[src/rtl/sum_stationary_drain.sv]
// sum_stationary_drain
// Result-side receiver for the output-stationary N x N engine. Each valid_i pulse
// delivers a full N*N accumulator snapshot. Up to two snapshots are held in a
// ping-pong store and streamed out one row (N elements) per valid/ready beat.
// The engine cannot be stalled, so a snapshot that finds the store full is
// dropped and the loss is flagged on the sticky overflow_o.
//
// Ports:
//   clk_i        clock, all state updates on the rising edge
//   reset_i      synchronous active-high reset, clears state and both banks
//   valid_i      one-cycle pulse: c_i holds a complete snapshot
//   c_i          snapshot, c_i[r*N+k] = element (r, k)
//   row_valid_o  row_o / row_idx_o / last_o are valid
//   row_ready_i  downstream accepts the current row
//   row_o        current row of the head snapshot
//   row_idx_o    index of the current row
//   last_o       current row is the final row of its snapshot
//   count_o      snapshots held (0..2), including the one being drained
//   overflow_o   sticky: a snapshot was dropped
module sum_stationary_drain #(
  parameter int unsigned N            = 4,
  parameter int unsigned C_DATA_WIDTH = 18
) (
  input  logic                     clk_i,
  input  logic                     reset_i,
  input  logic                     valid_i,
  input  logic [C_DATA_WIDTH-1:0]  c_i [N*N],
  output logic                     row_valid_o,
  input  logic                     row_ready_i,
  output logic [C_DATA_WIDTH-1:0]  row_o [N],
  output logic [$clog2(N)-1:0]     row_idx_o,
  output logic                     last_o,
  output logic [1:0]               count_o,
  output logic                     overflow_o
);

  localparam int unsigned IdxW  = $clog2(N);
  localparam int unsigned AddrW = $clog2(N*N);
  localparam logic [IdxW-1:0] LastIdx = IdxW'(N-1);

  logic [C_DATA_WIDTH-1:0] bank_q [2][N*N];
  logic                    wr_ptr_q;
  logic                    rd_ptr_q;
  logic [IdxW-1:0]         row_idx_q;
  logic [1:0]              count_q;
  logic [1:0]              count_d;
  logic                    overflow_q;

  logic row_valid;
  logic beat;
  logic pop;
  logic capture;

  always_comb begin
    row_valid = (count_q != 2'd0);
    beat      = row_valid && row_ready_i;
    pop       = beat && (row_idx_q == LastIdx);
    // A full store can still accept when the head snapshot retires this cycle.
    capture   = valid_i && ((count_q != 2'd2) || pop);

    count_d = count_q;
    unique case ({capture, pop})
      2'b10:   count_d = count_q + 2'd1;
      2'b01:   count_d = count_q - 2'd1;
      default: count_d = count_q;
    endcase
  end

  always_ff @(posedge clk_i) begin
    if (reset_i) begin
      wr_ptr_q   <= 1'b0;
      rd_ptr_q   <= 1'b0;
      row_idx_q  <= '0;
      count_q    <= 2'd0;
      overflow_q <= 1'b0;
      for (int b = 0; b < 2; b++) begin
        for (int i = 0; i < N*N; i++) begin
          bank_q[b][AddrW'(i)] <= '0;
        end
      end
    end else begin
      if (capture) begin
        for (int i = 0; i < N*N; i++) begin
          bank_q[wr_ptr_q][AddrW'(i)] <= c_i[AddrW'(i)];
        end
        wr_ptr_q <= ~wr_ptr_q;
      end else if (valid_i) begin
        overflow_q <= 1'b1;
      end

      if (beat) begin
        if (pop) begin
          row_idx_q <= '0;
          rd_ptr_q  <= ~rd_ptr_q;
        end else begin
          row_idx_q <= row_idx_q + IdxW'(1);
        end
      end

      count_q <= count_d;
    end
  end

  // Row data is a pure mux off the registered head bank, so it holds while stalled.
  always_comb begin
    for (int k = 0; k < N; k++) begin
      row_o[k] = bank_q[rd_ptr_q][AddrW'(int'(row_idx_q) * N + k)];
    end
  end

  assign row_valid_o = row_valid;
  assign row_idx_o   = row_idx_q;
  assign last_o      = row_valid && (row_idx_q == LastIdx);
  assign count_o     = count_q;
  assign overflow_o  = overflow_q;

endmodule

[config.mk]
export PLATFORM = sky130hd
export DESIGN_NAME = sum_stationary_drain
export DESIGN_NICKNAME = d
export VERILOG_FILES = /design/src/rtl/sum_stationary_drain.sv
export SDC_FILE = /design/constraint.sdc
export NUM_CORES = 1
export LEC_CHECK = 0
export CORE_MARGIN = 2
export CORE_UTILIZATION = 44
export DETAILED_ROUTE_END_ITERATION = 16
export PLACE_DENSITY = 0.87
export SYNTH_ARGS = -nofsm -noshare
export SYNTH_HDL_FRONTEND = slang
export SYNTH_SLANG_ARGS = --single-unit
[constraint.sdc]
create_clock -name clk_i -period 5.4 [get_ports clk_i]
set_input_delay 1.08 -clock clk_i [delete_from_list [all_inputs] [get_ports clk_i]]
set_output_delay 1.08 -clock clk_i [all_outputs]
set_load 0.005 [all_outputs]
; ---- Yosys cells after proc, flatten, opt, wreduce, memory -nomap -nowiden
; Memories as Yosys holds them, arrays and structs flattened. A register that Yosys moved wholly into a read port is not among the register bits.
; Cells that the tools add are included.
[word_totals]
regBits = 7
mem_bits_rw = 288
in_bits = 292
output_inout_bits = 79
wordCells = 61
n_memories = 1
[classes]
addsub = 6
n_lt_le_gt_ge = 4
n_eq_ne = 4
muxes = 24
bitwise_logic = 7
reduce_logical = 10
[memory_table]
columns = name, depth, width, rd, rd_clocked_by_memory_dff, write_ports, line_no
row1 = bank_q, 2, 144, 1, 1, 2, 41  ; logic [C_DATA_WIDTH-1:0] bank_q [2][N*N];
[ops]
columns = operator, count
row1 = binary-select mux 18 bit (select 4 bit), 4
row2 = 2-to-1 mux 144 bit, 1
row3 = 2-to-1 mux 18 bit, 8
row4 = OR reduction 144 bit, 1
row5 = ">= comparator 5 bit, second input constant", 4
row6 = inverter 4 -> 5 bit, 4
row7 = 2-to-1 mux 1 bit, 9
row8 = "adder 4 x 2 -> 4 bit, second input constant", 2
row9 = "adder 2 x 1 -> 2 bit, second input constant", 2
row10 = "adder 4 x 1 -> 4 bit, second input constant", 1
row11 = "equality test 2 bit, second input constant", 2
row12 = logical AND 1 bit, 4
row13 = one-hot mux 2 bit (2 select lines), 1
row14 = AND reduction 2 bit, 2
row15 = nonzero test 2 bit, 2
row16 = inverter 1 bit, 3
row17 = "equality test 2 x 1 -> 1 bit, second input constant", 1
row18 = 2-to-1 mux 2 bit, 1
row19 = "!= test 2 bit, second input constant", 1
row20 = "subtractor 2 x 1 -> 2 bit, second input constant", 1
row21 = logical OR 1 bit, 1

; ---- Depth between registers and ports, before layout
; Gate-level depths: netlist of the first run.
[logic_depth]
ltp_word = 10
depth_mapped = 9
mapped_depth_nobuf = 8

; ---- Worst setup path after synthesis of the first run
; OpenSTA, ideal clock, no wires.
[synth_path]
kind = input -> register
start = in row_ready_i
end = mem bank_q[0][0] (netlist bit), enable pin
setup_time_ps = 502
arrival_time_ps = 4682
required_ps = 4898
path_slack_ps = 216
stages = 4
n_path_buf = 1
cell_sequence = nand2_1 > a21oi_1 > clkbuf_1 > a21o_1
[synth_lines]
columns = item, line_no
row1 = from (decl), 29  ; input logic row_ready_i,
row2 = to (decl), 41

==> metrics.csv, run 1 <==
metric;value;unit
cp_cell_sequence;buf_4 > mux4_2 > nor2b_1 > clkdlybuf4s50_1;
coreArea;29600;µm²
fin_setup_tns;0;ns
grt_usage;18.1;%
yosys.area.top_type_share;65.6;%
synth_area;13200;µm²
ys_top_cells_by_area;edfxtp_1 (66%), and2_1 (13%), mux4_2 (12%);
die_y;177;µm
fp.dieArea;31400;µm²
syn_nets;1115;
avgSynthCellArea;16.1;µm²
grt_pass1_vias;7880;
multi_input_area;4140;µm²
syn_to_final_growth;27.5;%
critPathCaptureType;output port;
synthFlopType;edfxtp_1;
cts_resized;0;
irDropWorstVdd;0.000247;V
finalMaxSlewViolations;0;
power.leakage;6.15;nW
run_status;finished clean;
hold_path.class;register to register;
port_buffers;226;
fin_crit;4.01;ns
cts_tree;built;
synth_seq_cells;296;
std_cell_rows;63;
worstSetupPathType;register to output port;
worst_pin_slew;0.968;ns
crit_fanout;63;
async_flop_share;0;%
via_per_inst;5.16;
min_delay_path_depth;2;
instances_no_fill;1452;
hold_viol_final;0;
r2r_cells;6;
cts_sinks;296;
wl;28.2;mm
fin_crit_sh;74.3;%
start_util;44.6;%
hold_buffers;0;
cts_setup_buffers;0;
slew_headroom;35.4;%
cts-root-buf;clkbuf_16;
synth_edf_count;288;
gp_congestion;0.719;
syn_inst;821;
antenna_found_initial;3;
cp-start-kind;register;
n_fill_cell;2271;
final_nets;1329;
critical_path.max_stage_delay;0.97;ns
finClkSkew;0.00568;ns
wire_per_inst;19.4;µm
clk_pin_slew_worst_paths;0.06;ns
worstPathArrival;2.93;ns
synth_warnings;0;
cts_buffers;30;
synthTopCellsByCount;edfxtp_1 (288), and2_1 (271), nor2b_1 (73);
dp_cells;1393;
cpMaxStageDelayCell;dfxtp_4;
finalSetupViolations;0;
drtAntennaViolNets;0;
overflow;0;
clockBufferDepth;3;
clkLatencyLatePin;0.54;ns
synth.most_common_cell;edfxtp_1;
drive_gt1_share;12.4;%
crit_required;4.32;ns
grt_pass1_wl;43.6;mm
grt_max_degree;146;
ys_types;29;
yosysSeqAreaShare;66.8;%
die_w;177;µm
dr.pass1.iters;5;
ios;371;
power_density;328;nW/µm²
drc;0;
seq_area;8820;µm²
clock.fmax;249;MHz
synth_top_area_cell;edfxtp_1;
drv_cap;0;
drtIter0Drc;471;
cts_max_level;1;
via_count;7496;
rsz0062_at_grt;false;
hpwl;17.2;mm
area by class of cell:
cell class	instances	share of cell area, %
inverter	5	0.112
tap	390	2.90
antenna	3	0.0447
timing repair buffer	238	14.3
sequential	296	52.5
multi-input combinational	464	24.6
clock buffer	44	4.91
clock inverter	12	0.611
metal layers:
layer	vias up	global-route usage [%]	routed length [µm]
li1	3427	-	-
met1	3778	23.4	11300
met2	258	31.1	14200
met3	33	3.97	2270
met4	0	4.24	444
met5	-	0	0
per-stage QoR:
step	setup slack, ns	hold slack, ns	power, mW	util, %	instance area, µm²
3_3_place_gp	1.90	0.486	3.58	53.7	15900
5_1_grt	1.24	0.545	5.72	56.8	16800
3_5_place_dp	1.90	0.506	3.61	53.7	15900
2_1_floorplan	0.216	0.461	3.20	-	13200
4_1_cts	1.33	0.525	5.57	56.8	16800
6_report	1.39	0.519	5.52	56.8	16800
worst paths after layout:
check	start	slack [ns]	to
worst max-delay path	row_idx_o[0]	1.39	row_o[33]
worst min-delay path	rd_ptr_q	0.52	register
worst max register to register	row_idx_o[1]	2.13	bank_q[1][85]
worst min register to register	rd_ptr_q	0.52	register
cells by family (layout without fill, tap and decap cells):
group / Yosys count / after routing / share of synthesized area (%)
other: 0 / 3 / 0
adders and majority gates: 2 / 2 / 0.190
DFF: 296 / 296 / 66.8
AOI/OAI and AO/OA: 13 / 13 / 0.883
muxes: 73 / 73 / 12.4
buffers and inverters: 61 / 299 / 1.94
xor gates and xnor gates: 3 / 3 / 0.199
and+or+nand+nor: 373 / 373 / 17.6
cells in the final DEF (no fill, tap or decap), drive strengths merged, types with 2 or more instances in the layout:
cell type      synthesis  layout
nor2                   5       5
bufinv                 0       2
dfxtp                  8       8
diode                  0       3
xor2                   2       2
nand2                  2       2
o21ai                  2       2
nor2b                 74      74
or3                    2       2
a21oi                  3       3
and2                 271     271
edfxtp               288     288
and3                  18      18
inv                    5       5
ha                     2       2
buf                   15      12
clkbuf                41      44
clkinv                 0      10
a21o                   3       3
clkdlybuf4s50          0     226
mux4                  72      72
sequential cells by signal, summed over array words and instances (netlist names), named ones only:
register	count
rd_ptr_q	1
wr_ptr_q	1
bank_q	288
row_idx_o	2
count_o	2
overflow_o	1
critical path: cells and delay by family, from the launching register on:
family / cells / cell delay (ns)
flops: 1 / 0.97
simple gates: 1 / 0.15
mux: 1 / 0.33
buf+inv: 2 / 0.87
power breakdown:
part / total (mW) / switching, mW / internal [mW] / leakage (nW)
Clock: 1.97 / 0.824 / 1.15 / 0.451
Sequential: 2.83 / 0.0794 / 2.75 / 3.13
Combinational: 0.712 / 0.285 / 0.427 / 2.58
Total: 5.52 / 1.19 / 4.33 / 6.15
Note: power is estimated with default switching activity, not from simulation.
==> run 2, diff against run 1 <==
==> constraint.sdc (replaced) <==
create_clock -name clk_i -period 3.5 [get_ports clk_i]
set_input_delay 0.7 -clock clk_i [delete_from_list [all_inputs] [get_ports clk_i]]
set_output_delay 0.7 -clock clk_i [all_outputs]
set_load 0.005 [all_outputs]
==> run 2 against run 1 <==
Total power increased by 54%. Count of clock-buffer cells in the layout decreased by 6. Global-route usage about the same. Final cell count increased by 0.21%. Critical endpoint is now row_o[71]. Combinational power increased by 60%. Cell area increased by 0.63%. Clock power increased by 53%. Flip-flop and latch count unchanged. Highest routed layer is now met5. Worst setup slack got worse by 1.2 ns. Die area unchanged. Utilization increased by 0.36 points. Clock skew increased by 0.0033 ns.
==> metrics.csv, run 2 (same netlist as run 1, synthesis figures left out) <==
metric;value;unit
finClkSkew;0.00899;ns
worstSetupPathType;register to output port;
crit_required;2.80;ns
drv_cap;0;
holdPathEnd;overflow_o;
r2r_end;bank_q[0][38];
final_common_cell;edfxtp_1;
antenna_cells;0;
power_density;503;nW/µm²
worstPathArrival;2.62;ns
fin_crit_sh;94.7;%
reg2reg_setup_slack;0.95;ns
cts-root-buf;clkbuf_16;
cts_resized;0;
dr.pass1.iters;5;
cts_buffers;31;
via_per_inst;5.15;
finalSetupViolations;0;
die_y;177;µm
fp.dieArea;31400;µm²
largest_reg_flops;288;
clockBufferDepth;3;
r2r_cells;5;
hold_viol_final;0;
std_cell_rows;63;
min_delay_path_depth;2;
grt_max_degree;146;
port_buffers;226;
start_util;44.6;%
power.leakage;6.21;nW
hold_buffers;0;
overflow;0;
syn_to_final_growth;28.3;%
cts_max_level;1;
rr_startpoint;row_idx_o[1];
crit_fanout;14;
wl;28.2;mm
via_count;7494;
clock.fmax;302;MHz
clkLatencyLatePin;0.55;ns
slew_headroom;56.9;%
ios;371;
fin_setup_tns;0;ns
coreArea;29600;µm²
hold_path.class;register to register;
wire_per_inst;19.4;µm
final_cell_mix;edfxtp_1 (288), and2_1 (271), clkdlybuf4s50_1 (226), nor2b_1 (73), mux4_2 (72);
final_nets;1337;
fin_crit;3.32;ns
irDropWorstVdd;0.000406;V
drtIter0Drc;590;
clk_pin_slew_worst_paths;0.06;ns
grt_pass1_vias;7978;
finalMaxSlewViolations;0;
die_w;177;µm
cp-start-kind;register;
run_status;finished clean;
antenna_found_initial;2;
cts_sinks;296;
drive_gt1_share;13.5;%
cts_tree;built;
worst_hold_startpoint;overflow_o;
drc;0;
rsz0062_at_grt;false;
top_register;bank_q;
cts_setup_buffers;0;
layout_setup_ws;0.184;ns
drtAntennaViolNets;0;
worst_pin_slew;0.644;ns
hpwl;17.8;mm
gp_congestion;0.701;
grt_usage;18.0;%
critPathCaptureType;output port;
preCtsSetupSlack;0.641;ns
grt_pass1_wl;43.3;mm
[run 2: per-stage QoR]
stage	utilization (%)	std cells	hold slack [ns]	total power, mW	instance area, µm²
floorplan	-	821	0.461	4.92	13200
global placement	54.1	1400	0.456	5.54	16000
detailed placement	54.1	1400	0.465	5.58	16000
CTS	57.2	1455	0.480	8.60	16900
global route	57.2	1455	0.531	8.82	16900
finish	57.2	1455	0.476	8.50	16900
[run 2: report_power, final]
part | total, mW | switching [mW] | internal (mW)
Clock | 3.01 | 1.32 | 1.70
Sequential | 4.35 | 0.0982 | 4.25
Combinational | 1.14 | 0.465 | 0.676
[run 2: metal layers]
layer | vias up | routed length [µm] | track usage [%]
met5 | - | 20 | 0
met2 | 242 | 14100 | 30.9
met4 | 4 | 637 | 5.34
met3 | 48 | 2450 | 4.98
met1 | 3756 | 11100 | 22.4
li1 | 3444 | - | -
[run 2: layout make-up]
class	count	area (µm²)
clock inverter	17	120
tap	390	488
fill	2258	12700
clock buffer	38	802
inverter	5	18.8
timing repair buffer	245	2520
sequential	296	8820
multi-input combinational	464	4140
[run 2: worst max path at each step]
stage,endpoint,cells after the start
after floorplan,bank_q[1][0],4
after global placement,row_o[10],4
after detailed placement,row_o[47],4
after CTS,row_o[47],4
after global routing,row_o[67],4
final,row_o[71],4
[run 2: critical path: stages, from the launching register on]
cell and delay, ns:
dfxtp_4 0.54, buf_4 0.34, mux4_2 0.52, nor2b_1 0.14, clkdlybuf4s50_1 0.53
==> run 3, diff against run 2 <==
--- a/config.mk
+++ b/config.mk
@@ -8,6 +8,7 @@
 export CORE_MARGIN = 2
 export CORE_UTILIZATION = 44
 export DETAILED_ROUTE_END_ITERATION = 16
+export GPL_TIMING_DRIVEN = 1
 export PLACE_DENSITY = 0.87
 export SYNTH_ARGS = -nofsm -noshare
 export SYNTH_HDL_FRONTEND = slang
==> results of run 3 <==
Final layout, timing and power as in run 2 (identical DEF).
